--- config.mk ---
export PLATFORM = sky130hd
export DESIGN_NAME = level_scroll_renderer
export DESIGN_NICKNAME = d
export VERILOG_FILES = /design/src/rtl/level_scroll_renderer.sv
export SDC_FILE = /design/constraint.sdc
export NUM_CORES = 1
export LEC_CHECK = 0
export CAP_MARGIN = 20
export CORE_MARGIN = 10
export CORE_UTILIZATION = 30
export CTS_CLUSTER_SIZE = 30
export DETAILED_ROUTE_END_ITERATION = 16
export PLACE_DENSITY = 0.51
export SYNTH_ARGS = -nofsm -noshare
export SYNTH_HDL_FRONTEND = slang
export SYNTH_SLANG_ARGS = --single-unit
--- constraint.sdc ---
create_clock -name clk -period 5.4 [get_ports clk]
set_clock_uncertainty 0.15 [all_clocks]
set_input_delay 1.35 -clock clk [delete_from_list [all_inputs] [get_ports clk]]
set_output_delay 1.35 -clock clk [all_outputs]
set_load 0.01 [all_outputs]
--- src/rtl/level_scroll_renderer.sv ---
// Scrolling level-map pixel generator: world offset updated once per frame,
// two-stage pipeline (world-x translate, then colour lookup) with lava glow.
module level_scroll_renderer #(
    parameter int                         WORLD_W     = 1024,
    parameter int                         GROUND_Y    = 380,
    parameter int                         GRASS_H     = 20,
    parameter int                         NUM_PITS    = 3,
    parameter logic [10*NUM_PITS-1:0]     PIT_LO      = {10'd520, 10'd350, 10'd100},
    parameter logic [10*NUM_PITS-1:0]     PIT_HI      = {10'd600, 10'd450, 10'd200},
    parameter int                         NUM_PLATS   = 2,
    parameter logic [10*NUM_PLATS-1:0]    PLAT_LO     = {10'd450, 10'd250},
    parameter logic [10*NUM_PLATS-1:0]    PLAT_HI     = {10'd530, 10'd330},
    parameter logic [10*NUM_PLATS-1:0]    PLAT_Y      = {10'd300, 10'd250},
    parameter int                         GLOW_FRAMES = 8
) (
    input  logic        clk,
    input  logic        rst,
    input  logic        active_pixels,
    input  logic [9:0]  x,
    input  logic [9:0]  y,
    input  logic        frame_tick,
    input  logic        scroll_en,
    input  logic        scroll_dir,
    input  logic [2:0]  speed,
    output logic [9:0]  scroll_x,
    output logic [23:0] rgb,
    output logic        rgb_active
);

    localparam logic [9:0]  WRAP_MASK = 10'(WORLD_W - 1);
    localparam logic [9:0]  GRASS_TOP = 10'(GROUND_Y);
    localparam logic [9:0]  DIRT_TOP  = 10'(GROUND_Y + GRASS_H);
    localparam int          FW        = (GLOW_FRAMES > 1) ? $clog2(GLOW_FRAMES) : 1;
    localparam logic [FW-1:0] FRAME_LAST = FW'(GLOW_FRAMES - 1);

    localparam logic [23:0] SKY    = 24'h87CEEB;
    localparam logic [23:0] GRASS  = 24'h228B22;
    localparam logic [23:0] DIRT   = 24'h8B4513;
    localparam logic [23:0] LAVA   = 24'hFF4500;
    localparam logic [23:0] GLOW_0 = 24'hFF8C00;
    localparam logic [23:0] GLOW_1 = 24'hFFD700;
    localparam logic [23:0] PLAT   = 24'hA0522D;

    logic [9:0]    scroll_next;
    logic [FW-1:0] frame_cnt;
    logic          glow_phase;

    logic [9:0]    wx_s1;
    logic [9:0]    y_s1;
    logic          act_s1;

    logic          in_pit;
    logic          in_plat;
    logic          grass_row;
    logic          dirt_row;
    logic [23:0]   colour;

    // Masking after the add/subtract gives the modulo-WORLD_W wrap both ways
    always_comb begin
        if (scroll_dir)
            scroll_next = (scroll_x - {7'd0, speed}) & WRAP_MASK;
        else
            scroll_next = (scroll_x + {7'd0, speed}) & WRAP_MASK;
    end

    always_ff @(posedge clk or posedge rst) begin
        if (rst)
            scroll_x <= 10'd0;
        else if (frame_tick && scroll_en)
            scroll_x <= scroll_next;
    end

    always_ff @(posedge clk or posedge rst) begin
        if (rst) begin
            frame_cnt  <= '0;
            glow_phase <= 1'b0;
        end else if (frame_tick) begin
            if (frame_cnt == FRAME_LAST) begin
                frame_cnt  <= '0;
                glow_phase <= ~glow_phase;
            end else begin
                frame_cnt  <= frame_cnt + 1'b1;
            end
        end
    end

    always_ff @(posedge clk or posedge rst) begin
        if (rst) begin
            wx_s1  <= 10'd0;
            y_s1   <= 10'd0;
            act_s1 <= 1'b0;
        end else begin
            wx_s1  <= (x + scroll_x) & WRAP_MASK;
            y_s1   <= y;
            act_s1 <= active_pixels;
        end
    end

    always_comb begin
        in_pit  = 1'b0;
        in_plat = 1'b0;
        for (int i = 0; i < NUM_PITS; i++) begin
            if (wx_s1 >= PIT_LO[i*10 +: 10] && wx_s1 <= PIT_HI[i*10 +: 10])
                in_pit = 1'b1;
        end
        for (int i = 0; i < NUM_PLATS; i++) begin
            if (wx_s1 >= PLAT_LO[i*10 +: 10] && wx_s1 <= PLAT_HI[i*10 +: 10] &&
                y_s1 >= PLAT_Y[i*10 +: 10] && y_s1 <= PLAT_Y[i*10 +: 10] + 10'd10)
                in_plat = 1'b1;
        end
    end

    // Later assignments win, so this reads bottom-up as highest priority
    always_comb begin
        grass_row = (y_s1 >= GRASS_TOP) && (y_s1 < DIRT_TOP);
        dirt_row  = (y_s1 >= DIRT_TOP);
        colour    = SKY;
        if (grass_row)
            colour = GRASS;
        if (dirt_row)
            colour = DIRT;
        if (in_pit && dirt_row)
            colour = LAVA;
        if (in_pit && grass_row)
            colour = glow_phase ? GLOW_1 : GLOW_0;
        if (in_plat)
            colour = PLAT;
        if (!act_s1)
            colour = 24'h000000;
    end

    always_ff @(posedge clk or posedge rst) begin
        if (rst) begin
            rgb        <= 24'h000000;
            rgb_active <= 1'b0;
        end else begin
            rgb        <= colour;
            rgb_active <= act_s1;
        end
    end

endmodule
==> results of run 1 <==
==> registers in the layout, indices dropped and copies added, names as in the netlist <==
signal / flops
wx_s1: 10
act_s1: 1
glow_phase: 1
frame_cnt: 3
y_s1: 10
rgb: 20
rgb_active: 1
scroll_x: 10
==> metal layers <==
layer / global-route usage, % / vias to the layer above
met5: 0 / -
met4: 2.49 / 0
met3: 3.35 / 6
met2: 14.3 / 75
met1: 11.4 / 1082
li1: - / 1189
==> cell usage after synthesis, types with 2 or more instances <==
| master | count | area (um^2) |
|---|---|---|
| sky130_fd_sc_hd__nor2b_1 | 6 | 37.5 |
| sky130_fd_sc_hd__o21a_1 | 10 | 75.1 |
| sky130_fd_sc_hd__a211o_1 | 2 | 17.5 |
| sky130_fd_sc_hd__nand4_1 | 2 | 12.5 |
| sky130_fd_sc_hd__nand3_1 | 5 | 25.0 |
| sky130_fd_sc_hd__fa_1 | 2 | 40.0 |
| sky130_fd_sc_hd__nor3b_1 | 2 | 15.0 |
| sky130_fd_sc_hd__nor2_1 | 21 | 78.8 |
| sky130_fd_sc_hd__nand2_1 | 20 | 75.1 |
| sky130_fd_sc_hd__xnor2_1 | 9 | 78.8 |
| sky130_fd_sc_hd__a31oi_1 | 5 | 31.3 |
| sky130_fd_sc_hd__buf_4 | 4 | 30.0 |
| sky130_fd_sc_hd__ha_1 | 22 | 275 |
| sky130_fd_sc_hd__xor2_1 | 4 | 35.0 |
| sky130_fd_sc_hd__mux2_2 | 2 | 22.5 |
| sky130_fd_sc_hd__inv_1 | 19 | 71.3 |
| sky130_fd_sc_hd__nor3_1 | 13 | 65.1 |
| sky130_fd_sc_hd__dfrtp_1 | 56 | 1400 |
| sky130_fd_sc_hd__a221oi_1 | 2 | 17.5 |
| sky130_fd_sc_hd__o31ai_1 | 5 | 37.5 |
| sky130_fd_sc_hd__a21oi_1 | 14 | 70.1 |
| sky130_fd_sc_hd__o2111ai_1 | 3 | 26.3 |
| sky130_fd_sc_hd__and2_1 | 2 | 12.5 |
| sky130_fd_sc_hd__o21ai_0 | 13 | 65.1 |
| sky130_fd_sc_hd__or3_1 | 3 | 18.8 |
| sky130_fd_sc_hd__buf_2 | 2 | 10.0 |
| sky130_fd_sc_hd__or2_2 | 3 | 18.8 |
| sky130_fd_sc_hd__a21boi_0 | 3 | 22.5 |
| sky130_fd_sc_hd__a2111oi_0 | 2 | 17.5 |
| sky130_fd_sc_hd__clkbuf_1 | 5 | 18.8 |
| sky130_fd_sc_hd__a21o_1 | 7 | 52.6 |
| sky130_fd_sc_hd__nand2b_1 | 4 | 25.0 |
| sky130_fd_sc_hd__mux2i_1 | 5 | 50.1 |
| sky130_fd_sc_hd__buf_6 | 2 | 22.5 |
==> per-stage QoR <==
| step | worst slack (ns) | cells | power, mW |
|---|---|---|---|
| 5_1_grt | 1.00 | 491 | 1.97 |
| 4_1_cts | 1.19 | 491 | 1.82 |
| 3_5_place_dp | 0.876 | 483 | 1.55 |
| 2_1_floorplan | 1.63 | 300 | 1.28 |
| 3_3_place_gp | 0.913 | 483 | 1.54 |
| 6_report | 1.19 | 491 | 1.80 |
==> worst paths after layout <==
path	startpoint	to	slack [ns]
setup reg to reg	scroll_x[0]	scroll_x[8]	2.70
hold reg to reg	act_s1	rgb_active	0.34
setup / recovery	speed[0]	scroll_x[8]	1.19
hold / removal	act_s1	rgb_active	0.34
max in group asynchronous	rst	rgb[8]	3.05
min in group asynchronous	rst	act_s1	1.26
==> power groups by stage <==
stage / Combinational, mW / Clock [mW] / Sequential [mW]
4_1_cts: 0.868 / 0.278 / 0.679
3_5_place_dp: 0.862 / 0 / 0.686
6_report: 0.860 / 0.267 / 0.678
5_1_grt: 0.973 / 0.296 / 0.699
2_1_floorplan: 0.623 / 0 / 0.660
3_3_place_gp: 0.854 / 0 / 0.689
==> cells by family after synthesis <==
group                    Yosys count
AO/OA/AOI/OAI                     77
XOR/XNOR                          13
adder cells (fa/ha/maj)           24
buffers and inverters             32
flip-flops                        56
multiplexers                       7
other                              1
AND/OR/NAND/NOR                   90
==> layout make-up <==
cell class	instances	area [um^2]
Clock buffer	5	68.8
Multi-Input combinational cell	212	1490
Timing Repair Buffer	63	628
Clock inverter	3	42.5
Inverter	19	71.3
Sequential cell	56	1400
Fill cell	1037	5950
Tap cell	133	166
==> worst register-to-register path: stages (launching register included) <==
cell                       delay [ns]
sky130_fd_sc_hd__dfrtp_1         0.40
sky130_fd_sc_hd__inv_1           0.06
sky130_fd_sc_hd__ha_1            0.21
sky130_fd_sc_hd__fa_1            0.40
sky130_fd_sc_hd__nor2b_1         0.12
sky130_fd_sc_hd__o21ai_0         0.11
sky130_fd_sc_hd__a21boi_0        0.36
sky130_fd_sc_hd__o22ai_1         0.14
sky130_fd_sc_hd__or4b_2          0.62
sky130_fd_sc_hd__nand3_1         0.08
==> impl_table.tex, run 1 <==
\begin{tabular}{lr}
\hline
Metric & Value \\
\hline
\multicolumn{2}{l}{\textbf{CTS}} \\
Level count of the clock H-tree & 2 \\
Number of buffers created by CTS & 5 \\
Clock buffer depth & 2 \\
CTS sink count & 56 \\
Clock tree root buffer cell & sky130\_fd\_sc\_hd\_\_clkbuf\_8 \\
Clock latency on the worst-skew pair & $\sim$0.30 ns \\
Post-CTS Repair Setup Buffers & 0 \\
PostCTS Resize Cnt & 0 \\
Post-CTS Hold Fix Bufs & 0 \\
Clock slew seen by the registers of the worst setup and hold paths & 0.10 ns \\
TritonCTS clock tree & done \\
\multicolumn{2}{l}{\textbf{Timing}} \\
Final critical-path share of the clock period & 77.9\% \\
Final setup violation count & 0 \\
Count of final hold-check violations & 0 \\
Final Max Slew Viols & 0 \\
Achievable Freq & approximately 0.24 GHz \\
Slew at the pin closest to its max-slew limit & approximately 0.76 ns \\
Remaining max-slew budget at the tightest pin & 48.9\% \\
Post-Route Setup TNS & 0 ns \\
Clock period minus final worst setup slack & roughly 4.2 ns \\
Unrepaired setup endpoints after global routing & no \\
Hold\_ws & 0.338 ns \\
\multicolumn{2}{l}{\textbf{Layout}} \\
Area delta synth->final & 27.1\% \\
Share of post-route cells with drive strength above 1 & $\sim$4.7\% \\
Post-Route Utilization & 39.4\% \\
Number of nets in the final layout & 410 \\
Diode count & 0 \\
Commonest non-fill, non-tap cell in the layout & sky130\_fd\_sc\_hd\_\_clkdlybuf4s50\_1 \\
Final instance area & 0.00387 mm\^{}2 \\
Leading cell types in the layout, fill and taps excluded & sky130\_fd\_sc\_hd\_\_clkdlybuf4s50\_1, sky130\_fd\_sc\_hd\_\_dfrtp\_1, sky130\_fd\_sc\_hd\_\_ha\_1 \\
\multicolumn{2}{l}{\textbf{Synth}} \\
Share of synthesized cell area in and, or, nand and nor gates & 14.9\% \\
Synth warnings & 0 \\
Combinational family with the most area after synthesis & compound AO/OA/AOI/OAI gates \\
Post-synth EDFFs & 0 \\
Count of unique library cells instantiated by Yosys & 55 \\
Synthesized flop and latch total & 56 \\
Number of nets produced by synthesis & roughly 350 \\
Synth async-reset ratio & 100\% \\
Number of standard cells after synthesis & 300 \\
Fraction of the yosys area taken by sequential cells & 46.0\% \\
Summed instance area of the synthesized netlist & 0.00305 mm\^{}2 \\
Multiplexer share of the synthesized area & 2.38\% \\
Mean cell area of the mapped netlist & 10.2 um\^{}2 \\
Compound-gate portion of the synthesized area & 17.5\% \\
Xor and xnor fraction of the mapped netlist area & roughly 3.7\% \\
Most common flop cell mapped by yosys & sky130\_fd\_sc\_hd\_\_dfrtp\_1 \\
Arithmetic-cell share of the synthesized area counting full adders, half adders and majority gates & between 10 and 15\% \\
\multicolumn{2}{l}{\textbf{Setup path}} \\
Cell occurring most often along the worst timing path & sky130\_fd\_sc\_hd\_\_inv\_1 \\
Delay of the slowest critical-path stage & 0.62 ns \\
Logic depth of the worst setup path including buffers & 12 \\
Worst Reg2Reg Path Length in Cells & 9 \\
Data required time of the worst path & roughly 5.5 ns \\
Critical Path Source Type & primary input \\
WP buf/inv & 3 \\
Cell-by-cell listing of the critical path & clkdlybuf4s50\_1 > inv\_1 > ha\_1 > mux2i\_1 > inv\_1 > fa\_1 > nor2b\_1 > o21ai\_0 > a21boi\_0 > o22ai\_1 > or4b\_2 > nand3\_1 \\
Peak fanout along the critical path & 3 \\
Data arrival time at the worst-slack endpoint & 4.30 ns \\
Kind of cell adding the most delay to the critical path & simple AND/OR/NAND/NOR gates \\
Cell at the slowest stage of the critical path & sky130\_fd\_sc\_hd\_\_or4b\_2 \\
Critical path capture point type & flop \\
Path type of the worst setup path & primary input to flop \\
\multicolumn{2}{l}{\textbf{Hold path}} \\
Hold Path Cell Cnt & 0 \\
Hold Path Class & flop to flop \\
\multicolumn{2}{l}{\textbf{Floorplanning}} \\
Initial Util & just over 30\% \\
DIE HEIGHT & roughly 120 um \\
Die W & 121 um \\
Total die area & 0.0146 mm\^{}2 \\
Site row count & 36 \\
Placeable core region & 0.00982 mm\^{}2 \\
Number of placed I/O pins & 64 \\
\multicolumn{2}{l}{\textbf{Pwr}} \\
Switching power share of the total & 38.1\% \\
Part of the power in the clock network & 14.8\% \\
Internal cell power & 1.12 mW \\
Power density over the cells & between 400 and 500 mW/mm\^{}2 \\
Sequential fraction of design power & approximately 38\% \\
Leakage & 1.68 nW \\
Switching power summed over all nets & 688 uW \\
VDD IR-drop max & approximately 180 uV \\
Power share of the combinational group & 47.7\% \\
\multicolumn{2}{l}{\textbf{Global route}} \\
Wire length of the first global-routing pass & 11.1 mm \\
Maximum number of pins on one net before global-route repair & 31 \\
Total track usage & 9.09\% \\
Number of antenna violations at the first check in global routing & 0 \\
Overflow after GRT & 0 \\
Vias in the first global route & 2356 \\
\multicolumn{2}{l}{\textbf{Drt}} \\
Average wire per standard cell & 13.8 um \\
Starting DRT DRC Count & 112 \\
DR vias & between 2000 and 2500 \\
M1 wire length & roughly 3.1 mm \\
WL met2 & 3.04 mm \\
Remaining number of nets flagged by the antenna check after routing & 0 \\
Total DRC errors in the routed layout & 0 \\
Detail Route met3 WL & 533 um \\
Uppermost signal routing layer after detailed routing & met4 \\
Vias per cell & 4.79 \\
Drt pass-1 iters & 4 \\
Final WL & about 6.8 mm \\
\multicolumn{2}{l}{\textbf{Placement}} \\
Count of buffers inserted at the top-level ports & 62 \\
Routability congestion estimate from global placement & 0.902 \\
Post-Place Cell Area & 0.00376 mm\^{}2 \\
HPWL Detailed & around 5.4 mm \\
\multicolumn{2}{l}{\textbf{Flow run}} \\
Reported max-cap violation count & 0 \\
\multicolumn{2}{l}{\textbf{Status}} \\
Status & finished, final reports clean \\
\hline
\end{tabular}
Power figures use the tool's default switching activity.
==> run 2: changes to the inputs <==
--- a/config.mk
+++ b/config.mk
@@ -10,7 +10,7 @@
 export CORE_UTILIZATION = 30
 export CTS_CLUSTER_SIZE = 30
 export DETAILED_ROUTE_END_ITERATION = 16
-export PLACE_DENSITY = 0.51
+export PLACE_DENSITY = 0.53
 export SYNTH_ARGS = -nofsm -noshare
 export SYNTH_HDL_FRONTEND = slang
 export SYNTH_SLANG_ARGS = --single-unit
==> constraint.sdc (replaced) <==
create_clock -name clk -period 3.7 [get_ports clk]
set_clock_uncertainty 0.15 [all_clocks]
set_input_delay 0.925 -clock clk [delete_from_list [all_inputs] [get_ports clk]]
set_output_delay 0.925 -clock clk [all_outputs]
set_load 0.01 [all_outputs]
==> run 2 against run 1 <==
  * Sequential share of layout area shrank 1.3 points
  * Cell count grew 3.9%
  * Non-clock buffer count grew 19
  * Via count grew 2.9%
  * Wire length grew 4.8%
  * Worst setup slack lost 0.99 ns
  * Sequential power grew 47%
  * Worst hold slack gained 0.0022 ns
==> impl_table.tex, run 2 (synthesis gave the netlist of run 1 again) <==
\begin{tabular}{lr}
\hline
Metric & Value \\
\hline
\multicolumn{2}{l}{\textbf{Layout}} \\
Register Area & 0.00140 mm\^{}2 (unchanged) \\
Largest register FFs & 20 (unchanged) \\
Final instance area & 0.00402 mm\^{}2 (+3.8\%) \\
Area delta synth->final & 31.9\% \\
Non-filler instance count after layout & 510 (+3.9\%) \\
Biggest register & rgb \\
Leading cell types in the layout, fill and taps excluded & sky130\_fd\_sc\_hd\_\_clkdlybuf4s50\_1, sky130\_fd\_sc\_hd\_\_dfrtp\_1, sky130\_fd\_sc\_hd\_\_ha\_1 \\
Number of nets in the final layout & 429 (+4.6\%) \\
Number of inserted filler cells in the final layout & 1016 (-2.0\%) \\
Diode count & 0 (unchanged) \\
Area used by multi-input combinational logic & 0.00150 mm\^{}2 (+0.25\%) \\
Share of post-route cells with drive strength above 1 & 9.55\% (+4.8 points) \\
Commonest non-fill, non-tap cell in the layout & sky130\_fd\_sc\_hd\_\_clkdlybuf4s50\_1 \\
\multicolumn{2}{l}{\textbf{CTS}} \\
Clock buffer depth & 2 (unchanged) \\
Clock tree root buffer cell & sky130\_fd\_sc\_hd\_\_clkbuf\_8 \\
Clock latency on the worst-skew pair & 0.31 ns (about the same) \\
PostCTS Resize Cnt & 0 (unchanged) \\
TritonCTS clock tree & done \\
Post-CTS Repair Setup Buffers & 0 (unchanged) \\
Level count of the clock H-tree & 2 (unchanged) \\
Number of buffers created by CTS & 5 (unchanged) \\
Post-CTS Hold Fix Bufs & 0 (unchanged) \\
CTS sink count & 56 (unchanged) \\
Clock slew seen by the registers of the worst setup and hold paths & 0.10 ns (about the same) \\
\multicolumn{2}{l}{\textbf{Floorplanning}} \\
Site row count & 36 (unchanged) \\
Total die area & 0.0146 mm\^{}2 (unchanged) \\
Placeable core region & 0.00982 mm\^{}2 (unchanged) \\
Number of placed I/O pins & 64 (unchanged) \\
DIE HEIGHT & 121 um (unchanged) \\
Die W & 121 um (unchanged) \\
Initial Util & 31.0\% (unchanged) \\
\multicolumn{2}{l}{\textbf{Drt}} \\
Remaining number of nets flagged by the antenna check after routing & 0 (unchanged) \\
Vias per cell & 4.75 (-0.94\%) \\
Average wire per standard cell & 14.0 um (+0.90\%) \\
Total DRC errors in the routed layout & 0 (unchanged) \\
DR vias & 2420 (+2.9\%) \\
Starting DRT DRC Count & 103 (-8.0\%) \\
Drt pass-1 iters & 4 (unchanged) \\
Final WL & 7.12 mm (+4.8\%) \\
\multicolumn{2}{l}{\textbf{Global route}} \\
Total track usage & 10.0\% (+0.93 points) \\
Wire length of the first global-routing pass & 12.1 mm (+9.4\%) \\
Maximum number of pins on one net before global-route repair & 34 (+9.7\%) \\
Number of antenna violations at the first check in global routing & 0 (unchanged) \\
Vias in the first global route & 2526 (+7.2\%) \\
Overflow after GRT & 0 (unchanged) \\
\multicolumn{2}{l}{\textbf{Setup path}} \\
Critical Path Source Type & primary input \\
Data required time of the worst path & 3.76 ns (-1.73 ns) \\
Launching point of the worst reg2reg path & wx\_s1[7] \\
Slack of the worst reg-to-reg path & 1.17 ns (-1.53 ns) \\
Worst Reg2Reg Path Length in Cells & 6 (-3) \\
Path type of the worst setup path & primary input to flop \\
Peak fanout along the critical path & 3 (unchanged) \\
Data arrival time at the worst-slack endpoint & 3.55 ns (-0.75 ns) \\
Critical path capture point type & flop \\
Reg2reg end & rgb[11] \\
\multicolumn{2}{l}{\textbf{Placement}} \\
Count of buffers inserted at the top-level ports & 62 (unchanged) \\
Post-Place Cell Area & 0.00390 mm\^{}2 (+3.8\%) \\
\# placed instances & 502 (+3.9\%) \\
Worst setup slack after placement & -0.225 ns (-1.10 ns) \\
HPWL Detailed & 5.65 mm (+5.1\%) \\
Routability congestion estimate from global placement & 0.848 (-5.9\%) \\
\multicolumn{2}{l}{\textbf{Hold path}} \\
Hold Path Cell Cnt & 0 (unchanged) \\
Worst hold endpoint & rgb\_active \\
Hold Path Class & flop to flop \\
Worst Min Path Start & act\_s1 \\
\multicolumn{2}{l}{\textbf{Timing}} \\
Slew at the pin closest to its max-slew limit & 0.785 ns (+0.0252 ns) \\
Clock period minus final worst setup slack & 3.49 ns \\
Count of final hold-check violations & 0 (unchanged) \\
Final Max Slew Viols & 0 (unchanged) \\
Remaining max-slew budget at the tightest pin & 47.2\% (-1.7 points) \\
Final critical-path share of the clock period & a little over nine tenths \\
Final setup violation count & 0 (unchanged) \\
Unrepaired setup endpoints after global routing & no \\
Worst setup margin & 0.206 ns (-0.986 ns) \\
Achievable Freq & 0.286 GHz \\
\multicolumn{2}{l}{\textbf{Flow run}} \\
Reported max-cap violation count & 0 (unchanged) \\
\multicolumn{2}{l}{\textbf{Pwr}} \\
Power density over the cells & 681 mW/mm\^{}2 (+46\%) \\
VDD IR-drop max & 269 uV (+51\%) \\
Leakage & 1.78 nW (+5.6\%) \\
\multicolumn{2}{l}{\textbf{Status}} \\
Status & finished, final reports clean \\
\hline
\end{tabular}
[run 2: changes by cell type in the layout (fill, tap and decap cells not counted)]
| cell | previous run | this run |
|---|---|---|
| sky130_fd_sc_hd__o21ai_0 | 13 | 12 |
| sky130_fd_sc_hd__o21ai_1 | 0 | 1 |
| sky130_fd_sc_hd__clkbuf_1 | 0 | 1 |
| sky130_fd_sc_hd__a21boi_0 | 3 | 2 |
| sky130_fd_sc_hd__a21boi_2 | 0 | 1 |
| sky130_fd_sc_hd__buf_4 | 1 | 20 |
| sky130_fd_sc_hd__clkinv_2 | 1 | 0 |
| sky130_fd_sc_hd__clkinvlp_4 | 1 | 0 |
| sky130_fd_sc_hd__inv_6 | 0 | 1 |
[run 2: critical path: stages]
cell and delay (ns):
sky130_fd_sc_hd__clkdlybuf4s50_1 0.49, sky130_fd_sc_hd__inv_1 0.06, sky130_fd_sc_hd__ha_1 0.18, sky130_fd_sc_hd__ha_1 0.17
sky130_fd_sc_hd__or2_2 0.30, sky130_fd_sc_hd__ha_1 0.31, sky130_fd_sc_hd__buf_4 0.12, sky130_fd_sc_hd__o21a_1 0.13
sky130_fd_sc_hd__o32ai_1 0.08, sky130_fd_sc_hd__a21oi_1 0.26, sky130_fd_sc_hd__a31oi_1 0.16, sky130_fd_sc_hd__xnor2_1 0.15
sky130_fd_sc_hd__a32o_1 0.21
[run 2: final cells by class]
type / instances / share of cell area (%)
Clock buffer: 6 / 1.81
Tap cell: 133 / 4.14
Multi-Input combinational cell: 212 / 37.3
Timing Repair Buffer: 82 / 19.2
Clock inverter: 2 / 0.965
Sequential cell: 56 / 34.9
Inverter: 19 / 1.77
[run 2: worst max-delay path by stage]
stage | slack, ns | cells past startpoint | startpoint | to
2_1_floorplan | 0.36 | 11 | speed[0] | scroll_x[8]
3_3_place_gp | -0.21 | 12 | speed[0] | scroll_x[8]
4_1_cts | 0.1 | 12 | speed[1] | scroll_x[8]
6_report | 0.21 | 13 | speed[1] | scroll_x[9]
5_1_grt | 0.01 | 12 | speed[1] | scroll_x[8]
3_5_place_dp | -0.22 | 12 | speed[1] | scroll_x[8]
[run 2: layer usage]
| metal | vias to the layer above | GRT usage (%) | wire length (um) |
|---|---|---|---|
| li1 | 1221 | - | - |
| met1 | 1117 | 12.6 | 3330 |
| met2 | 76 | 15.8 | 3210 |
| met3 | 6 | 3.44 | 507 |
| met4 | 0 | 3.17 | 75 |
| met5 | - | 0 | 0 |
[run 2: through the flow]
stage	total power, mW	setup TNS (ns)	hold slack (ns)	utilization, %
3_3_place_gp	2.32	-0.285	0.327	39.8
6_report	2.74	0	0.340	40.9
4_1_cts	2.76	0	0.351	40.9
5_1_grt	2.98	0	0.388	40.9
2_1_floorplan	1.87	0	0.275	-
3_5_place_dp	2.35	-0.395	0.325	39.8
[run 2: power by group]
part / total (mW) / switching, mW / leakage, nW / internal, mW
Combinational: 1.34 / 0.630 / 1.04 / 0.712
Clock: 0.399 / 0.195 / 0.0558 / 0.205
Sequential: 0.994 / 0.209 / 0.684 / 0.786
Total: 2.74 / 1.03 / 1.78 / 1.70
==> run 3: changes to the inputs <==
--- a/config.mk
+++ b/config.mk
@@ -10,6 +10,7 @@
 export CORE_UTILIZATION = 30
 export CTS_CLUSTER_SIZE = 30
 export DETAILED_ROUTE_END_ITERATION = 16
+export MAX_ROUTING_LAYER = met4
 export PLACE_DENSITY = 0.53
 export SYNTH_ARGS = -nofsm -noshare
 export SYNTH_HDL_FRONTEND = slang
==> run 3 against run 2 <==
  * Worst setup slack improved by 0.0053 ns
  * Non-clock buffer count did not move
  * Largest cell class unchanged
  * Critical path type unchanged
  * Wire length barely moved
  * Fmax rose by 0.15%
  * Highest routed layer unchanged
  * Power barely moved
  * Via count barely moved
  * Register-to-register slack barely moved
  * Largest power group unchanged
  * Cell count did not move
  * Global-route usage rose by 0.27 points
==> impl_table.tex, run 3 (synthesis gave the netlist of run 1 again) <==
\begin{tabular}{lr}
\hline
Metric & Value \\
\hline
\multicolumn{2}{l}{\textbf{Layout}} \\
Area delta synth->final & 31.9\% (unchanged) \\
Share of post-route cells with drive strength above 1 & 9.55\% (unchanged) \\
Diode count & 0 (unchanged) \\
Largest register FFs & 20 (unchanged) \\
Number of inserted filler cells in the final layout & 1016 (unchanged) \\
Leading cell types in the layout, fill and taps excluded & sky130\_fd\_sc\_hd\_\_clkdlybuf4s50\_1, sky130\_fd\_sc\_hd\_\_dfrtp\_1, sky130\_fd\_sc\_hd\_\_ha\_1 \\
Biggest register & rgb \\
Post-Route Utilization & 40.9\% (unchanged) \\
Final instance area & 0.00402 mm\^{}2 (unchanged) \\
Number of nets in the final layout & 429 (unchanged) \\
Commonest non-fill, non-tap cell in the layout & sky130\_fd\_sc\_hd\_\_clkdlybuf4s50\_1 \\
\multicolumn{2}{l}{\textbf{Setup path}} \\
Cell at the slowest stage of the critical path & sky130\_fd\_sc\_hd\_\_clkdlybuf4s50\_1 \\
Data arrival time at the worst-slack endpoint & 3.55 ns (about the same) \\
Delay of the slowest critical-path stage & 0.49 ns (about the same) \\
Data required time of the worst path & 3.76 ns (about the same) \\
Kind of cell adding the most delay to the critical path & compound AO/OA/AOI/OAI gates \\
Cell-by-cell listing of the critical path & clkdlybuf4s50\_1 > inv\_1 > ha\_1 > ha\_1 > or2\_2 > ha\_1 > buf\_4 > o21a\_1 > o32ai\_1 > a21oi\_1 > a31oi\_1 > xnor2\_1 > a32o\_1 \\
Peak fanout along the critical path & 3 (unchanged) \\
Cell occurring most often along the worst timing path & sky130\_fd\_sc\_hd\_\_ha\_1 \\
Critical path capture point type & flop \\
WP buf/inv & 3 (unchanged) \\
Path type of the worst setup path & primary input to flop \\
Critical Path Source Type & primary input \\
\multicolumn{2}{l}{\textbf{Timing}} \\
Unrepaired setup endpoints after global routing & no \\
Post-Route Setup TNS & 0 ns (unchanged) \\
Remaining max-slew budget at the tightest pin & 47.4\% (+0.22 points) \\
Count of final hold-check violations & 0 (unchanged) \\
Clock period minus final worst setup slack & 3.49 ns (-0.00533 ns) \\
Final critical-path share of the clock period & 94.3\% (-0.14 points) \\
Slew at the pin closest to its max-slew limit & 0.782 ns (-0.00320 ns) \\
Worst setup margin & 0.212 ns (+0.00533 ns) \\
Final Max Slew Viols & 0 (unchanged) \\
Achievable Freq & 0.287 GHz (+0.15\%) \\
Final setup violation count & 0 (unchanged) \\
\multicolumn{2}{l}{\textbf{Pwr}} \\
Leakage & 1.78 nW (unchanged) \\
Power share of the combinational group & 49.0\% (about the same) \\
Power after layout & 2.74 mW (about the same) \\
VDD IR-drop max & 270 uV (+0.31\%) \\
Sequential fraction of design power & 36.4\% (about the same) \\
Part of the power in the clock network & 14.6\% (about the same) \\
Power density over the cells & 681 mW/mm\^{}2 (about the same) \\
Switching power share of the total & 37.8\% (about the same) \\
Internal cell power & 1.70 mW (unchanged) \\
Switching power summed over all nets & 1.03 mW (about the same) \\
\multicolumn{2}{l}{\textbf{CTS}} \\
Clock latency on the worst-skew pair & 0.31 ns (about the same) \\
PostCTS Resize Cnt & 0 (unchanged) \\
TritonCTS clock tree & done \\
Number of buffers created by CTS & 5 (unchanged) \\
Post-CTS Repair Setup Buffers & 0 (unchanged) \\
Level count of the clock H-tree & 2 (unchanged) \\
Post-CTS Hold Fix Bufs & 0 (unchanged) \\
Clock tree root buffer cell & sky130\_fd\_sc\_hd\_\_clkbuf\_8 \\
CTS sink count & 56 (unchanged) \\
Clock slew seen by the registers of the worst setup and hold paths & 0.10 ns (about the same) \\
Clock buffer depth & 2 (unchanged) \\
\multicolumn{2}{l}{\textbf{Floorplanning}} \\
Site row count & 36 (unchanged) \\
DIE HEIGHT & 121 um (unchanged) \\
Die W & 121 um (unchanged) \\
Initial Util & 31.0\% (unchanged) \\
Number of placed I/O pins & 64 (unchanged) \\
Placeable core region & 0.00982 mm\^{}2 (unchanged) \\
Total die area & 0.0146 mm\^{}2 (unchanged) \\
\multicolumn{2}{l}{\textbf{Flow run}} \\
Reported max-cap violation count & 0 (unchanged) \\
\multicolumn{2}{l}{\textbf{Global route}} \\
Maximum number of pins on one net before global-route repair & 34 (unchanged) \\
Overflow after GRT & 0 (unchanged) \\
Vias in the first global route & 2525 (-0.040\%) \\
Wire length of the first global-routing pass & 12.1 mm (unchanged) \\
Total track usage & 10.3\% (+0.27 points) \\
Number of antenna violations at the first check in global routing & 0 (unchanged) \\
\multicolumn{2}{l}{\textbf{Placement}} \\
Count of buffers inserted at the top-level ports & 62 (unchanged) \\
Worst setup slack after placement & -0.225 ns (unchanged) \\
Routability congestion estimate from global placement & 0.862 (+1.6\%) \\
HPWL Detailed & 5.65 mm (unchanged) \\
Post-Place Cell Area & 0.00390 mm\^{}2 (unchanged) \\
\multicolumn{2}{l}{\textbf{Hold path}} \\
Hold Path Class & flop to flop \\
\multicolumn{2}{l}{\textbf{Drt}} \\
M1 wire length & 3.44 mm (+3.4\%) \\
Starting DRT DRC Count & 106 (+2.9\%) \\
WL met2 & 3.21 mm (+0.28\%) \\
DR vias & 2419 (-0.041\%) \\
Vias per cell & 4.74 (about the same) \\
Detail Route met3 WL & 383 um (-24\%) \\
Final WL & 7.11 mm (about the same) \\
Drt pass-1 iters & 4 (unchanged) \\
Uppermost signal routing layer after detailed routing & met4 \\
Total DRC errors in the routed layout & 0 (unchanged) \\
Remaining number of nets flagged by the antenna check after routing & 0 (unchanged) \\
Average wire per standard cell & 13.9 um (about the same) \\
\multicolumn{2}{l}{\textbf{Status}} \\
Status & finished, final reports clean \\
\hline
\end{tabular}
## run 3: metrics by stage
stage,hold WS (ns),cells
after floorplan,0.275,300
after global routing,0.388,510
after global placement,0.327,502
final,0.340,510
after CTS,0.351,510
after detailed placement,0.325,502
## run 3: final timing paths
| kind | start | to | slack (ns) | depth (start not counted) |
|---|---|---|---|---|
| worst min-delay path | act_s1 | rgb_active | 0.34 | 0 |
| min in group asynchronous | rst | act_s1 | 0.87 | 2 |
| worst min register to register | act_s1 | rgb_active | 0.34 | 0 |
| worst max-delay path | speed[1] | scroll_x[9] | 0.21 | 13 |
| worst max register to register | wx_s1[7] | rgb[11] | 1.17 | 6 |
| max in group asynchronous | rst | scroll_x[0] | 1.88 | 3 |
## run 3: worst reg2reg max path: stages (launching register included)
cell	delay (ns)
sky130_fd_sc_hd__dfrtp_1	0.49
sky130_fd_sc_hd__or2_1	0.29
sky130_fd_sc_hd__or4_1	0.53
sky130_fd_sc_hd__a211o_1	0.32
sky130_fd_sc_hd__o311ai_2	0.22
sky130_fd_sc_hd__nand2_1	0.20
sky130_fd_sc_hd__o21a_1	0.22
## run 3: metal layers
layer,track usage (%),vias up
li1,-,1220
met1,13.1,1125
met5,-,-
met2,15.7,68
met4,3.17,0
met3,2.61,6
## run 3: area by class of cell
type | instances | area [um^2] | area share [%]
timing repair buffer | 82 | 771 | 19.2
clock inverter | 2 | 38.8 | 0.965
clock buffer | 6 | 72.6 | 1.81
sequential | 56 | 1400 | 34.9
tap | 133 | 166 | 4.14
multi-input combinational | 212 | 1500 | 37.3
inverter | 19 | 71.3 | 1.77
## run 3: power groups by stage
stage / registers (mW) / clock network, mW / logic, mW
after floorplan: 0.963 / 0 / 0.909
after global placement: 1.00 / 0 / 1.32
after detailed placement: 1.01 / 0 / 1.34
after CTS: 0.994 / 0.418 / 1.35
after global routing: 1.03 / 0.437 / 1.50
final: 0.995 / 0.400 / 1.34
